$ cat src/rtl/rn_release_sequencer_if.sv
// Bundle for the RN release sequencer: soft-reset handshake plus RN/status outputs.
// master = requester / consumer side, slave = the sequencer.
interface rn_release_sequencer_if #(
    parameter int NDOM = 4
);
    logic [NDOM-1:0] SREQ;
    logic [NDOM-1:0] SACK;
    logic [NDOM-1:0] RN;
    logic            BUSY;
    logic            DONE;

    modport master (
        output SREQ,
        input  SACK,
        input  RN,
        input  BUSY,
        input  DONE
    );

    modport slave (
        input  SREQ,
        output SACK,
        output RN,
        output BUSY,
        output DONE
    );
endinterface

$ cat src/rtl/rn_release_sequencer.sv
// Staged RN release for DFFRNQ banks: hold, release one domain every GAP cycles, then
// optional round-robin soft reset per domain (compiled in with `define RNSEQ_SOFT_EN).
module rn_release_sequencer #(
    parameter int NDOM = 4,
    parameter int HOLD = 2,
    parameter int GAP  = 3
) (
    input  logic                 CLK,
    input  logic                 RST,
    rn_release_sequencer_if.slave bus
);
    localparam int          MAXC   = (HOLD > GAP) ? HOLD : GAP;
    localparam int          CW     = $clog2(MAXC + 1);
    localparam int          IW     = (NDOM > 1) ? $clog2(NDOM) : 1;
    localparam int unsigned NDOM_U = NDOM;
    localparam logic [CW-1:0] HOLD_M1 = CW'(HOLD - 1);
    localparam logic [CW-1:0] GAP_M1  = CW'(GAP - 1);
    localparam logic [IW-1:0] LAST    = IW'(NDOM - 1);

`ifdef RNSEQ_SOFT_EN
    typedef enum logic [1:0] {ASSERT, RELEASE, RUN, SOFT} state_t;
`else
    typedef enum logic [1:0] {ASSERT, RELEASE, RUN} state_t;
`endif

    state_t          state, state_d;
    logic [CW-1:0]   cnt, cnt_d;
    logic [IW-1:0]   idx, idx_d;
    logic [NDOM-1:0] rn, rn_d;
    logic [NDOM-1:0] sack, sack_d;
    logic            busy, busy_d;
    logic            done, done_d;

`ifdef RNSEQ_SOFT_EN
    logic [IW-1:0]   ptr, ptr_d;
    logic [IW-1:0]   gsel, gsel_d;
    logic [NDOM-1:0] elig;
    logic [IW-1:0]   grant;
    logic            grant_vld;

    // The domain acknowledged this cycle is masked so a late-dropping SREQ is not re-granted.
    assign elig = bus.SREQ & ~sack;

    always_comb begin
        grant     = '0;
        grant_vld = 1'b0;
        for (int unsigned i = 0; i < NDOM_U; i++) begin
            int unsigned j;
            j = (32'(ptr) + i) % NDOM_U;
            if (!grant_vld && elig[j]) begin
                grant_vld = 1'b1;
                grant     = IW'(j);
            end
        end
    end
`else
    logic unused_sreq;
    assign unused_sreq = ^bus.SREQ;
`endif

    always_ff @(posedge CLK) begin
        if (RST) begin
            state <= ASSERT;
            cnt   <= '0;
            idx   <= '0;
            rn    <= '0;
            sack  <= '0;
            busy  <= 1'b1;
            done  <= 1'b0;
`ifdef RNSEQ_SOFT_EN
            ptr   <= '0;
            gsel  <= '0;
`endif
        end else begin
            state <= state_d;
            cnt   <= cnt_d;
            idx   <= idx_d;
            rn    <= rn_d;
            sack  <= sack_d;
            busy  <= busy_d;
            done  <= done_d;
`ifdef RNSEQ_SOFT_EN
            ptr   <= ptr_d;
            gsel  <= gsel_d;
`endif
        end
    end

    always_comb begin
        state_d = state;
        cnt_d   = cnt;
        idx_d   = idx;
        rn_d    = rn;
        sack_d  = '0;
        busy_d  = busy;
        done_d  = done;
`ifdef RNSEQ_SOFT_EN
        ptr_d   = ptr;
        gsel_d  = gsel;
`endif
        unique case (state)
            ASSERT: begin
                if (cnt == HOLD_M1) begin
                    rn_d[0] = 1'b1;
                    cnt_d   = '0;
                    if (NDOM == 1) begin
                        state_d = RUN;
                        busy_d  = 1'b0;
                        done_d  = 1'b1;
                    end else begin
                        state_d = RELEASE;
                        idx_d   = IW'(1);
                    end
                end else begin
                    cnt_d = cnt + 1'b1;
                end
            end
            RELEASE: begin
                // Counter restarts on every release, not just on state change.
                if (cnt == GAP_M1) begin
                    rn_d[idx] = 1'b1;
                    cnt_d     = '0;
                    if (idx == LAST) begin
                        state_d = RUN;
                        busy_d  = 1'b0;
                        done_d  = 1'b1;
                    end else begin
                        idx_d = idx + 1'b1;
                    end
                end else begin
                    cnt_d = cnt + 1'b1;
                end
            end
            RUN: begin
`ifdef RNSEQ_SOFT_EN
                if (grant_vld) begin
                    rn_d[grant] = 1'b0;
                    done_d      = 1'b0;
                    busy_d      = 1'b1;
                    gsel_d      = grant;
                    ptr_d       = (grant == LAST) ? '0 : grant + 1'b1;
                    cnt_d       = '0;
                    state_d     = SOFT;
                end
`endif
            end
`ifdef RNSEQ_SOFT_EN
            SOFT: begin
                if (cnt == HOLD_M1) begin
                    rn_d[gsel]   = 1'b1;
                    sack_d[gsel] = 1'b1;
                    done_d       = 1'b1;
                    busy_d       = 1'b0;
                    cnt_d        = '0;
                    state_d      = RUN;
                end else begin
                    cnt_d = cnt + 1'b1;
                end
            end
`endif
            default: begin
                state_d = ASSERT;
                cnt_d   = '0;
            end
        endcase
    end

    assign bus.RN   = rn;
    assign bus.SACK = sack;
    assign bus.BUSY = busy;
    assign bus.DONE = done;
endmodule
$ cat src/flat_wrapper.sv
// flat-port wrapper written by rule: the top's interface ports become plain ports
module rn_release_sequencer_flat 
#(
    parameter int NDOM = 4,
    parameter int HOLD = 2,
    parameter int GAP  = 3
)
  (CLK, RST, bus_SREQ, bus_SACK, bus_RN, bus_BUSY, bus_DONE);
  rn_release_sequencer_if #(.NDOM(NDOM)) bus_i ();
  input  logic CLK;
  input  logic RST;
  input wire logic [$bits(bus_i.SREQ)-1:0] bus_SREQ;
  output wire logic [$bits(bus_i.SACK)-1:0] bus_SACK;
  output wire logic [$bits(bus_i.RN)-1:0] bus_RN;
  output wire logic [$bits(bus_i.BUSY)-1:0] bus_BUSY;
  output wire logic [$bits(bus_i.DONE)-1:0] bus_DONE;
  assign bus_i.SREQ = bus_SREQ;
  assign bus_SACK = bus_i.SACK;
  assign bus_RN = bus_i.RN;
  assign bus_BUSY = bus_i.BUSY;
  assign bus_DONE = bus_i.DONE;
  rn_release_sequencer #(.NDOM(NDOM), .HOLD(HOLD), .GAP(GAP)) u_core (.CLK(CLK), .RST(RST), .bus(bus_i));
endmodule
$ cat config.mk
export PLATFORM = sky130hd
export DESIGN_NAME = rn_release_sequencer_flat
export DESIGN_NICKNAME = d
export VERILOG_FILES = /design/src/rtl/rn_release_sequencer_if.sv /design/src/rtl/rn_release_sequencer.sv /design/src/flat_wrapper.sv
export SDC_FILE = /design/constraint.sdc
export NUM_CORES = 1
export LEC_CHECK = 0
export CAP_MARGIN = 20
export CORE_MARGIN = 5
export CORE_UTILIZATION = 35
export CTS_CLUSTER_DIAMETER = 30
export DETAILED_ROUTE_END_ITERATION = 12
export GPL_ROUTABILITY_DRIVEN = 0
export PLACE_DENSITY = 0.67
export SLEW_MARGIN = 40
export SYNTH_ARGS = -nofsm -noshare
export SYNTH_HDL_FRONTEND = slang
export SYNTH_SLANG_ARGS = --single-unit
$ cat constraint.sdc
create_clock -name CLK -period 1.79 [get_ports CLK]
set_clock_uncertainty 0.15 [all_clocks]
set_input_delay 0.537 -clock CLK [delete_from_list [all_inputs] [get_ports CLK]]
set_output_delay 0.537 -clock CLK [all_outputs]
set_load 0.01 [all_outputs]
==> flow_summary.json, run 1 <==
{
  "cts_root_buf": "clkbuf_4",
  "outcome": "completed",
  "p_switching_mw": 0.122,
  "setup_slack_ps": 188,
  "crit_path_end_kind": "flip-flop",
  "start_util_pct": 36.6,
  "row_count": 14,
  "multi_input_area_sq_um": 267,
  "track_usage_pct": 7.97,
  "finalSetupViolCount": 0,
  "die-area_sq_mm": 0.00247,
  "reg2reg_depth": 4,
  "p_leak_nw": 0.262,
  "hold_violations": 0,
  "drtIter0Drc": 4,
  "numCtsBuffers": 3,
  "drc": 0,
  "clk_pin_slew_ps": 70,
  "clk_path_buf_depth": 2,
  "dp_hpwl_microns": 653,
  "max_clock_freq_mhz": 624,
  "routed_wl_microns": 905,
  "yosys.area_share.adder_pct": 9.07,
  "vias_per_cell": 4.86,
  "dieHeight_microns": 49.7,
  "muxShareOfSynthArea_pct": 0,
  "pwr-share-clk_pct": 31.2,
  "synth_warnings": 0,
  "maxCapViolCount": 0,
  "swShare_pct": 24.3,
  "cts_repair_resize_count": 6,
  "ys_ff_latch": 12,
  "period_needed_ps": 1600,
  "cts_tree": "built",
  "die_w_microns": 49.7,
  "dp_slack_ps": 185,
  "use_met3_pct": 4.52,
  "critPathKind": "flip-flop to flip-flop",
  "antenna_found_initial": 0,
  "r2r-start": "u_core.idx[0]$_SDFFE_PP0P_",
  "grtUsageMet1_pct": 10.5,
  "synth_top_family_by_area": "simple AND/OR/NAND/NOR gates",
  "comb_power_share_pct": 10.5,
  "syn_to_final_growth_pct": 16.3,
  "vias": 418,
  "hold_start": "u_core.bus.DONE$_SDFFE_PP0P_",
  "ys_top_cells_by_area": "dfxtp_1 44%, ha_1 9.1%, a21oi_1 6.3%",
  "yosysTopAreaCellShare_pct": 43.5,
  "rrSetupSlack_ps": 190,
  "yosysTopAreaCell": "dfxtp_1",
  "p_int_mw": 0.380,
  "pwr-share-seq_pct": 58.3,
  "crit_path_start_kind": "flip-flop",
  "rsz0062_at_grt": "false",
  "synth_compound_area_share_pct": 14.5,
  "drive_above_1_share_pct": 10.0,
  "grt.busiest_layer": "met2",
  "firstDrtPassIters": 3,
  "grt-ovfl-total": 0,
  "setup_tns_ps": 0,
  "drtAntennaViolNets": 0,
  "fin_cells": 86,
  "wl_per_cell_microns": 10.5,
  "core-area_sq_mm": 0.00151,
  "postSynthCellCount": 61,
  "clock_latency_ps": 270,
  "grt_max_degree": 13,
  "nets": 82,
  "met2_usage_pct": 10.8,
  "h-tree-depth": 1,
  "post-cts-setup-buffers": 0,
  "min_period_over_period_pct": 89.5,
  "worstPathRequired_ps": 1800,
  "avgSynthCellArea_sq_um": 9.05,
  "hold_end": "u_core.bus.DONE$_SDFFE_PP0P_",
  "cts.sink_count": 12,
  "synth_xor_area_share_pct": 0,
  "ctsHoldBuffers": 0,
  "diodes": 0,
  "irDropWorstVdd_mv": 0.375,
  "grt_pass1_wl_microns": 1530,
  "synthesis.area_sq_um": 552,
  "p_per_area_mw_per_mm2": 783,
  "r2r-end": "u_core.bus.BUSY$_SDFFE_PP1P_",
  "synth_cell_types": 25,
  "dpl.cell_count": 83,
  "synth_seq_area_share_pct": 43.5,
  "cp_max_fo": 5,
  "regArea_sq_um": 240,
  "whs_path_depth": 2,
  "num_io_pins": 16,
  "nFillCells": 158,
  "synthSimpleGateAreaFrac_pct": 22.0,
  "report.final.slew_viol_count": 0,
  "arrival_ps": 1610,
  "hold_path.class": "flip-flop to flip-flop",
  "port_buffers": 7,
  "grt_pass1_vias": 369
}
==> logic make-up after synthesis <==
family                   count (synthesis)
AND/OR/NAND/NOR                         19
AO/OA/AOI/OAI                           14
flip-flops                              12
buffers and inverters                   11
adder cells (fa/ha/maj)                  4
other                                    1
==> power by group through the flow <==
stage	registers, mW	logic (mW)	clock network (mW)
after detailed placement	0.299	0.0545	0
after CTS	0.292	0.0531	0.165
after global routing	0.296	0.0596	0.180
final	0.293	0.0529	0.157
after global placement	0.299	0.0526	0
after floorplan	0.297	0.0436	0
==> cell type report <==
cell class                      count  area share, %
Multi-Input combinational cell     41           41.5
Sequential cell                    12           37.4
Timing Repair Buffer                8           10.9
Clock buffer                        3           3.51
Inverter                            6           3.51
Tap cell                           16           3.12
==> worst max path at each step <==
stage / from / to / slack [ps] / cells past startpoint
floorplan: u_core.idx[0]$_SDFFE_PP0P_ / u_core.bus.BUSY$_SDFFE_PP1P_ / 290 / 4
global placement: u_core.idx[0]$_SDFFE_PP0P_ / u_core.bus.BUSY$_SDFFE_PP1P_ / 180 / 4
detailed placement: u_core.idx[0]$_SDFFE_PP0P_ / u_core.bus.BUSY$_SDFFE_PP1P_ / 180 / 4
CTS: u_core.idx[0]$_SDFFE_PP0P_ / u_core.bus.BUSY$_SDFFE_PP1P_ / 180 / 4
global route: u_core.idx[0]$_SDFFE_PP0P_ / u_core.bus.BUSY$_SDFFE_PP1P_ / 80 / 4
finish: u_core.idx[0]$_SDFFE_PP0P_ / u_core.bus.BUSY$_SDFFE_PP1P_ / 190 / 4
==> layout by cell type, fill, tap and decap left out <==
master,Yosys,final
a21o_1,1,1
a21oi_1,7,7
a31oi_1,3,3
and4bb_2,1,1
buf_4,4,1
clkbuf_4,0,3
clkdlybuf4s50_1,0,1
conb_1,1,4
dfxtp_1,12,12
dlygate4sd2_1,0,6
ha_1,4,4
inv_1,5,5
inv_2,1,1
nand2_1,3,3
nand2b_1,2,2
nand3_1,1,1
nand3b_1,1,1
nand4bb_1,1,1
nor2_1,3,3
nor2b_1,1,1
nor3_1,2,2
o211ai_1,1,1
o21ai_0,1,1
o22ai_1,1,1
or3_1,2,2
or4_4,1,1
or4b_1,1,1
==> per-stage QoR <==
step | area, sq um | hold slack [ps] | total power, mW | util (%)
after detailed placement | 627 | 290 | 0.353 | 41.6
after global placement | 627 | 282 | 0.351 | 41.6
after floorplan | 563 | 320 | 0.341 | -
after CTS | 642 | 298 | 0.510 | 42.6
final | 642 | 293 | 0.502 | 42.6
after global routing | 642 | 315 | 0.535 | 42.6
==> synth_stat cells, drive strengths merged <==
cell type	n
o211ai	1
dfxtp	12
or3	2
buf	4
nand4bb	1
ha	4
o22ai	1
nor3	2
nand2b	2
or4b	1
conb	1
a31oi	3
nor2b	1
nand2	3
inv	6
o21ai	1
nand3b	1
a21oi	7
and4bb	1
or4	1
clkbuf	1
nor2	3
a21o	1
nand3	1
==> flip-flops by register name, indices dropped and copies added (netlist names) <==
signal and count:
u_core.state 2, u_core.bus.RN 4, u_core.bus.DONE 1, u_core.bus.BUSY 1, u_core.cnt 2, u_core.idx 2
==> metal layers <==
metal  wire length, microns  up-vias
met5                      0        -
met4                      5        0
met3                     76        2
met2                    387       12
met1                    436      182
li1                       -      222
==> critical path, stage by stage (launching register included) <==
cell     delay, ps
dfxtp_1        390
ha_1           240
nand2_1         90
or4_4          450
a21o_1         190
No activity file was read; power rests on OpenSTA's default activity.
==> run 2: changes to the inputs <==
--- a/config.mk
+++ b/config.mk
@@ -5,13 +5,14 @@
 export SDC_FILE = /design/constraint.sdc
 export NUM_CORES = 1
 export LEC_CHECK = 0
-export CAP_MARGIN = 20
+export CELL_PAD_IN_SITES_DETAIL_PLACEMENT = 1
+export CELL_PAD_IN_SITES_GLOBAL_PLACEMENT = 1
 export CORE_MARGIN = 5
-export CORE_UTILIZATION = 35
+export CORE_UTILIZATION = 32
 export CTS_CLUSTER_DIAMETER = 30
 export DETAILED_ROUTE_END_ITERATION = 12
 export GPL_ROUTABILITY_DRIVEN = 0
-export PLACE_DENSITY = 0.67
+export PLACE_DENSITY = 0.79
 export SLEW_MARGIN = 40
 export SYNTH_ARGS = -nofsm -noshare
 export SYNTH_HDL_FRONTEND = slang
==> flow_summary.json, run 2 (same netlist as run 1, synthesis figures left out) <==
{
  "outcome": "completed",
  "h-tree-depth": 1,
  "firstDrtPassIters": 3,
  "diodes": 0,
  "syn_to_final_growth_pct": 19.0,
  "clk_pin_slew_ps": 80,
  "swShare_pct": 25.0,
  "dieHeight_microns": 51.5,
  "path_cells": "ha_1, nand2_1, or4_4, a21o_1",
  "r2r-start": "u_core.idx[0]$_SDFFE_PP0P_",
  "drive_above_1_share_pct": 11.3,
  "row_count": 15,
  "r2r-end": "u_core.bus.BUSY$_SDFFE_PP1P_",
  "cts_tree": "built",
  "p_per_area_mw_per_mm2": 865,
  "numCtsBuffers": 3,
  "cts.sink_count": 12,
  "slowest_stage": "or4_4",
  "core-area_sq_mm": 0.00169,
  "drtIter0Drc": 3,
  "die_w_microns": 51.5,
  "pwr-share-seq_pct": 51.6,
  "whs_path_depth": 2,
  "rrSetupSlack_ps": 140,
  "crit_path_start_kind": "flip-flop",
  "cts_root_buf": "clkbuf_4",
  "grt-ovfl-total": 0,
  "layout_commonest_cell": "dfxtp_1",
  "max_clock_freq_mhz": 608,
  "post-cts-setup-buffers": 0,
  "hold_end": "u_core.bus.DONE$_SDFFE_PP0P_",
  "routed_wl_microns": 1030,
  "dpl.cell_count": 84,
  "p_switching_mw": 0.142,
  "crit_path_max_incr_delay_ps": 450,
  "vias": 429,
  "hold_start": "u_core.bus.DONE$_SDFFE_PP0P_",
  "die-area_sq_mm": 0.00265,
  "placedInstanceArea_sq_um": 628,
  "p_int_mw": 0.426,
  "wl_per_cell_microns": 11.7,
  "hold_violations": 0,
  "worstPathRequired_ps": 1820,
  "crit_path_end_kind": "flip-flop",
  "dp_hpwl_microns": 729,
  "p_leak_nw": 0.269,
  "clk_path_buf_depth": 2,
  "grt_max_degree": 13,
  "rsz0062_at_grt": "false",
  "nFillCells": 205,
  "start_util_pct": 32.7,
  "largest_register_ffs": 4,
  "pwr-share-clk_pct": 39.1,
  "clock_latency_ps": 280,
  "nets": 82,
  "fin_cells": 88,
  "irDropWorstVdd_mv": 0.347,
  "grt_pass1_wl_microns": 1790,
  "critPathKind": "flip-flop to flip-flop",
  "finalSetupViolCount": 0,
  "min_period_over_period_pct": 91.9,
  "grt_pass1_vias": 380,
  "setup_tns_ps": 0,
  "port_buffers": 7,
  "layout_common_cells": "12 x dfxtp_1, 7 x a21oi_1, 6 x dlygate4sd2_1",
  "report.final.slew_viol_count": 0,
  "cp_max_fo": 5,
  "vias_per_cell": 4.88,
  "period_needed_ps": 1650,
  "track_usage_pct": 9.35,
  "maxCapViolCount": 0,
  "hold_path.class": "flip-flop to flip-flop",
  "drc": 0,
  "arrival_ps": 1670,
  "comb_power_share_pct": 9.3,
  "fin_area_sq_um": 657,
  "antenna_found_initial": 0,
  "reg2reg_depth": 4,
  "drtAntennaViolNets": 0,
  "num_io_pins": 16
}
[run 2: changes by cell type in the layout (fill, tap and decap cells not counted), sizes merged]
cell and change:
clkbuf +1
[run 2: cell type report]
cell class,count,area [sq um],area share (%)
inverter,6,22.5,3.43
multi-input combinational,41,267,40.6
sequential,12,240,36.6
tap,17,21.3,3.24
clock buffer,4,36.3,5.52
timing repair buffer,8,70.1,10.7
[run 2: worst max-delay path, delay by kind of cell (launching register included)]
kind,cells,cell delay [ps]
and+or+nand+nor,2,550
DFF,1,410
adders and majority gates,1,240
AOI/OAI and AO/OA,1,190
[run 2: power groups by stage]
stage               Sequential (mW)  Clock [mW]  Combinational (mW)
floorplan                     0.297           0              0.0436
global placement              0.299           0              0.0529
detailed placement            0.300           0              0.0548
CTS                           0.293       0.226              0.0536
global route                  0.296       0.241              0.0609
finish                        0.293       0.222              0.0530
[run 2: what timing repair did]
action	4_1_cts	5_1_grt
hold buffers	0	0
endpoints found under the setup margin	6	0
gates resized for setup	6	0
[run 2: how the worst max path moves through the flow]
stage | startpoint | cells past startpoint | endpoint | slack (ps)
2_1_floorplan | u_core.idx[0]$_SDFFE_PP0P_ | 4 | u_core.bus.BUSY$_SDFFE_PP1P_ | 290
3_3_place_gp | u_core.idx[0]$_SDFFE_PP0P_ | 4 | u_core.bus.BUSY$_SDFFE_PP1P_ | 180
3_5_place_dp | u_core.idx[0]$_SDFFE_PP0P_ | 4 | u_core.bus.BUSY$_SDFFE_PP1P_ | 160
4_1_cts | u_core.idx[0]$_SDFFE_PP0P_ | 4 | u_core.bus.BUSY$_SDFFE_PP1P_ | 150
5_1_grt | u_core.idx[0]$_SDFFE_PP0P_ | 4 | u_core.bus.BUSY$_SDFFE_PP1P_ | 60
6_report | u_core.idx[0]$_SDFFE_PP0P_ | 4 | u_core.bus.BUSY$_SDFFE_PP1P_ | 140
[run 2: routing by layer]
metal | vias up | routed length [microns] | GRT usage (%)
li1 | 225 | - | -
met1 | 190 | 526 | 12.4
met2 | 10 | 431 | 12.3
met3 | 4 | 40 | 1.72
met4 | 0 | 31 | 9.17
met5 | - | 0 | 0
[run 2: metrics by stage]
step           hold slack (ps)  utilization [%]  power (mW)  setup WS (ps)
5_1_grt                    315             38.9       0.598           55.8
3_3_place_gp               282             37.2       0.352            177
6_report                   291             38.9       0.569            144
4_1_cts                    295             38.9       0.573            148
3_5_place_dp               286             37.2       0.355            162
2_1_floorplan              320                -       0.341            286
==> run 3: changes to the inputs <==
--- a/config.mk
+++ b/config.mk
@@ -8,11 +8,10 @@
 export CELL_PAD_IN_SITES_DETAIL_PLACEMENT = 1
 export CELL_PAD_IN_SITES_GLOBAL_PLACEMENT = 1
 export CORE_MARGIN = 5
-export CORE_UTILIZATION = 32
+export CORE_UTILIZATION = 25
 export CTS_CLUSTER_DIAMETER = 30
 export DETAILED_ROUTE_END_ITERATION = 12
-export GPL_ROUTABILITY_DRIVEN = 0
-export PLACE_DENSITY = 0.79
+export PLACE_DENSITY = 0.65
 export SLEW_MARGIN = 40
 export SYNTH_ARGS = -nofsm -noshare
 export SYNTH_HDL_FRONTEND = slang
==> flow_summary.json, run 3 (same netlist as run 1, synthesis figures left out) <==
{
  "layout_common_cells": "12 x dfxtp_1, 7 x a21oi_1, 6 x dlygate4sd2_1",
  "clk_path_buf_depth": 2,
  "p_switching_mw": 0.130,
  "comb_power_share_pct": 10.4,
  "gp_congestion": 0.688,
  "diodes": 0,
  "vias": 434,
  "period_needed_ps": 1650,
  "drtIter0Drc": 10,
  "dpl.cell_count": 95,
  "clk_pin_slew_ps": 70,
  "grt_pass1_vias": 400,
  "cts.sink_count": 12,
  "nets": 82,
  "maxCapViolCount": 0,
  "largest_register_ffs": 4,
  "vias_per_cell": 4.43,
  "worstPathRequired_ps": 1810,
  "report.final.slew_viol_count": 0,
  "pwr-share-seq_pct": 57.6,
  "antenna_found_initial": 0,
  "nFillCells": 269,
  "layout_commonest_cell": "dfxtp_1",
  "syn_to_final_growth_pct": 19.0,
  "holdWs_ps": 298,
  "cp_max_fo": 5,
  "outcome": "completed",
  "crit_path_end_kind": "flip-flop",
  "numCtsBuffers": 3,
  "multi_input_area_sq_um": 267,
  "core-area_sq_mm": 0.00217,
  "firstDrtPassIters": 3,
  "die-area_sq_mm": 0.00325,
  "regArea_sq_um": 240,
  "rsz0062_at_grt": "false",
  "wl_per_cell_microns": 11.3,
  "start_util_pct": 25.4,
  "grt_max_degree": 13,
  "setup_tns_ps": 0,
  "min_period_over_period_pct": 92.2,
  "drive_above_1_share_pct": 10.0,
  "p_int_mw": 0.380,
  "track_usage_pct": 7.36,
  "dieHeight_microns": 57.0,
  "arrival_ps": 1670,
  "drc": 0,
  "die_w_microns": 57.0,
  "crit_path_start_kind": "flip-flop",
  "drtAntennaViolNets": 0,
  "fin_cells": 98,
  "fin_util_pct": 30.3,
  "critPathKind": "flip-flop to flip-flop",
  "clock_latency_ps": 270,
  "num_io_pins": 16,
  "post-cts-setup-buffers": 0,
  "grt_pass1_wl_microns": 1850,
  "grt-ovfl-total": 0,
  "port_buffers": 7,
  "irDropWorstVdd_mv": 0.195,
  "row_count": 17,
  "pwr-share-clk_pct": 32.0,
  "cts_root_buf": "clkbuf_4",
  "hold_violations": 0,
  "swShare_pct": 25.5,
  "max_clock_freq_mhz": 606,
  "p_leak_nw": 0.262,
  "finalSetupViolCount": 0,
  "h-tree-depth": 1,
  "p_per_area_mw_per_mm2": 777,
  "dp_hpwl_microns": 838,
  "routed_wl_microns": 1110,
  "cts_tree": "built",
  "hold_path.class": "flip-flop to flip-flop"
}
-- run 3: changes by cell type in the layout (fill, tap and decap cells not counted) --
cell      before  now
clkbuf_8       1    0
-- run 3: critical path: stages (launching register included) --
cell	delay, ps
dfxtp_1	400
ha_1	260
nand2_1	100
or4_4	460
a21o_1	190
-- run 3: through the flow --
stage | area [sq um] | setup slack [ps] | power (mW)
global placement | 642 | 163 | 0.352
finish | 657 | 140 | 0.510
CTS | 657 | 124 | 0.521
detailed placement | 642 | 132 | 0.356
floorplan | 563 | 286 | 0.341
global route | 657 | 61.4 | 0.542
-- run 3: cell type report --
cell class,instances,area share (%)
clock buffers,3,3.43
multi-input cells,41,40.6
flip-flops and latches,12,36.6
well taps,28,5.33
repair buffers,8,10.7
inverters,6,3.43
-- run 3: power by group through the flow --
stage                     clock [mW]  combinational, mW  sequential, mW
final                          0.163             0.0533           0.294
after global routing           0.185             0.0614           0.296
after CTS                      0.173             0.0542           0.294
after detailed placement           0             0.0557           0.300
after global placement             0             0.0532           0.299
after floorplan                    0             0.0436           0.297
-- run 3: path summary, 6_finish.rpt --
check	slack [ps]	cells past startpoint	start	end
worst max register to register	140	4	u_core.idx[0]$_SDFFE_PP0P_	u_core.bus.BUSY$_SDFFE_PP1P_
worst max-delay path	140	4	u_core.idx[0]$_SDFFE_PP0P_	u_core.bus.BUSY$_SDFFE_PP1P_
worst min register to register	300	1	u_core.bus.BUSY$_SDFFE_PP1P_	u_core.bus.BUSY$_SDFFE_PP1P_
worst min-delay path	300	1	u_core.bus.BUSY$_SDFFE_PP1P_	u_core.bus.BUSY$_SDFFE_PP1P_
-- run 3: layer usage --
layer,share of wire (%),vias to the layer above,track usage [%]
met5,0,-,0
met3,3.4,2,2.04
met2,49,10,10.9
met1,46,197,8.79
li1,-,225,-
met4,2.0,0,5.96
-- run 3: timing repair --
action                     in CTS  in global routing
hold endpoints to repair        0                  0
hold buffers                    0                  0
setup endpoints to repair       6                  0
gates resized for setup         6                  0
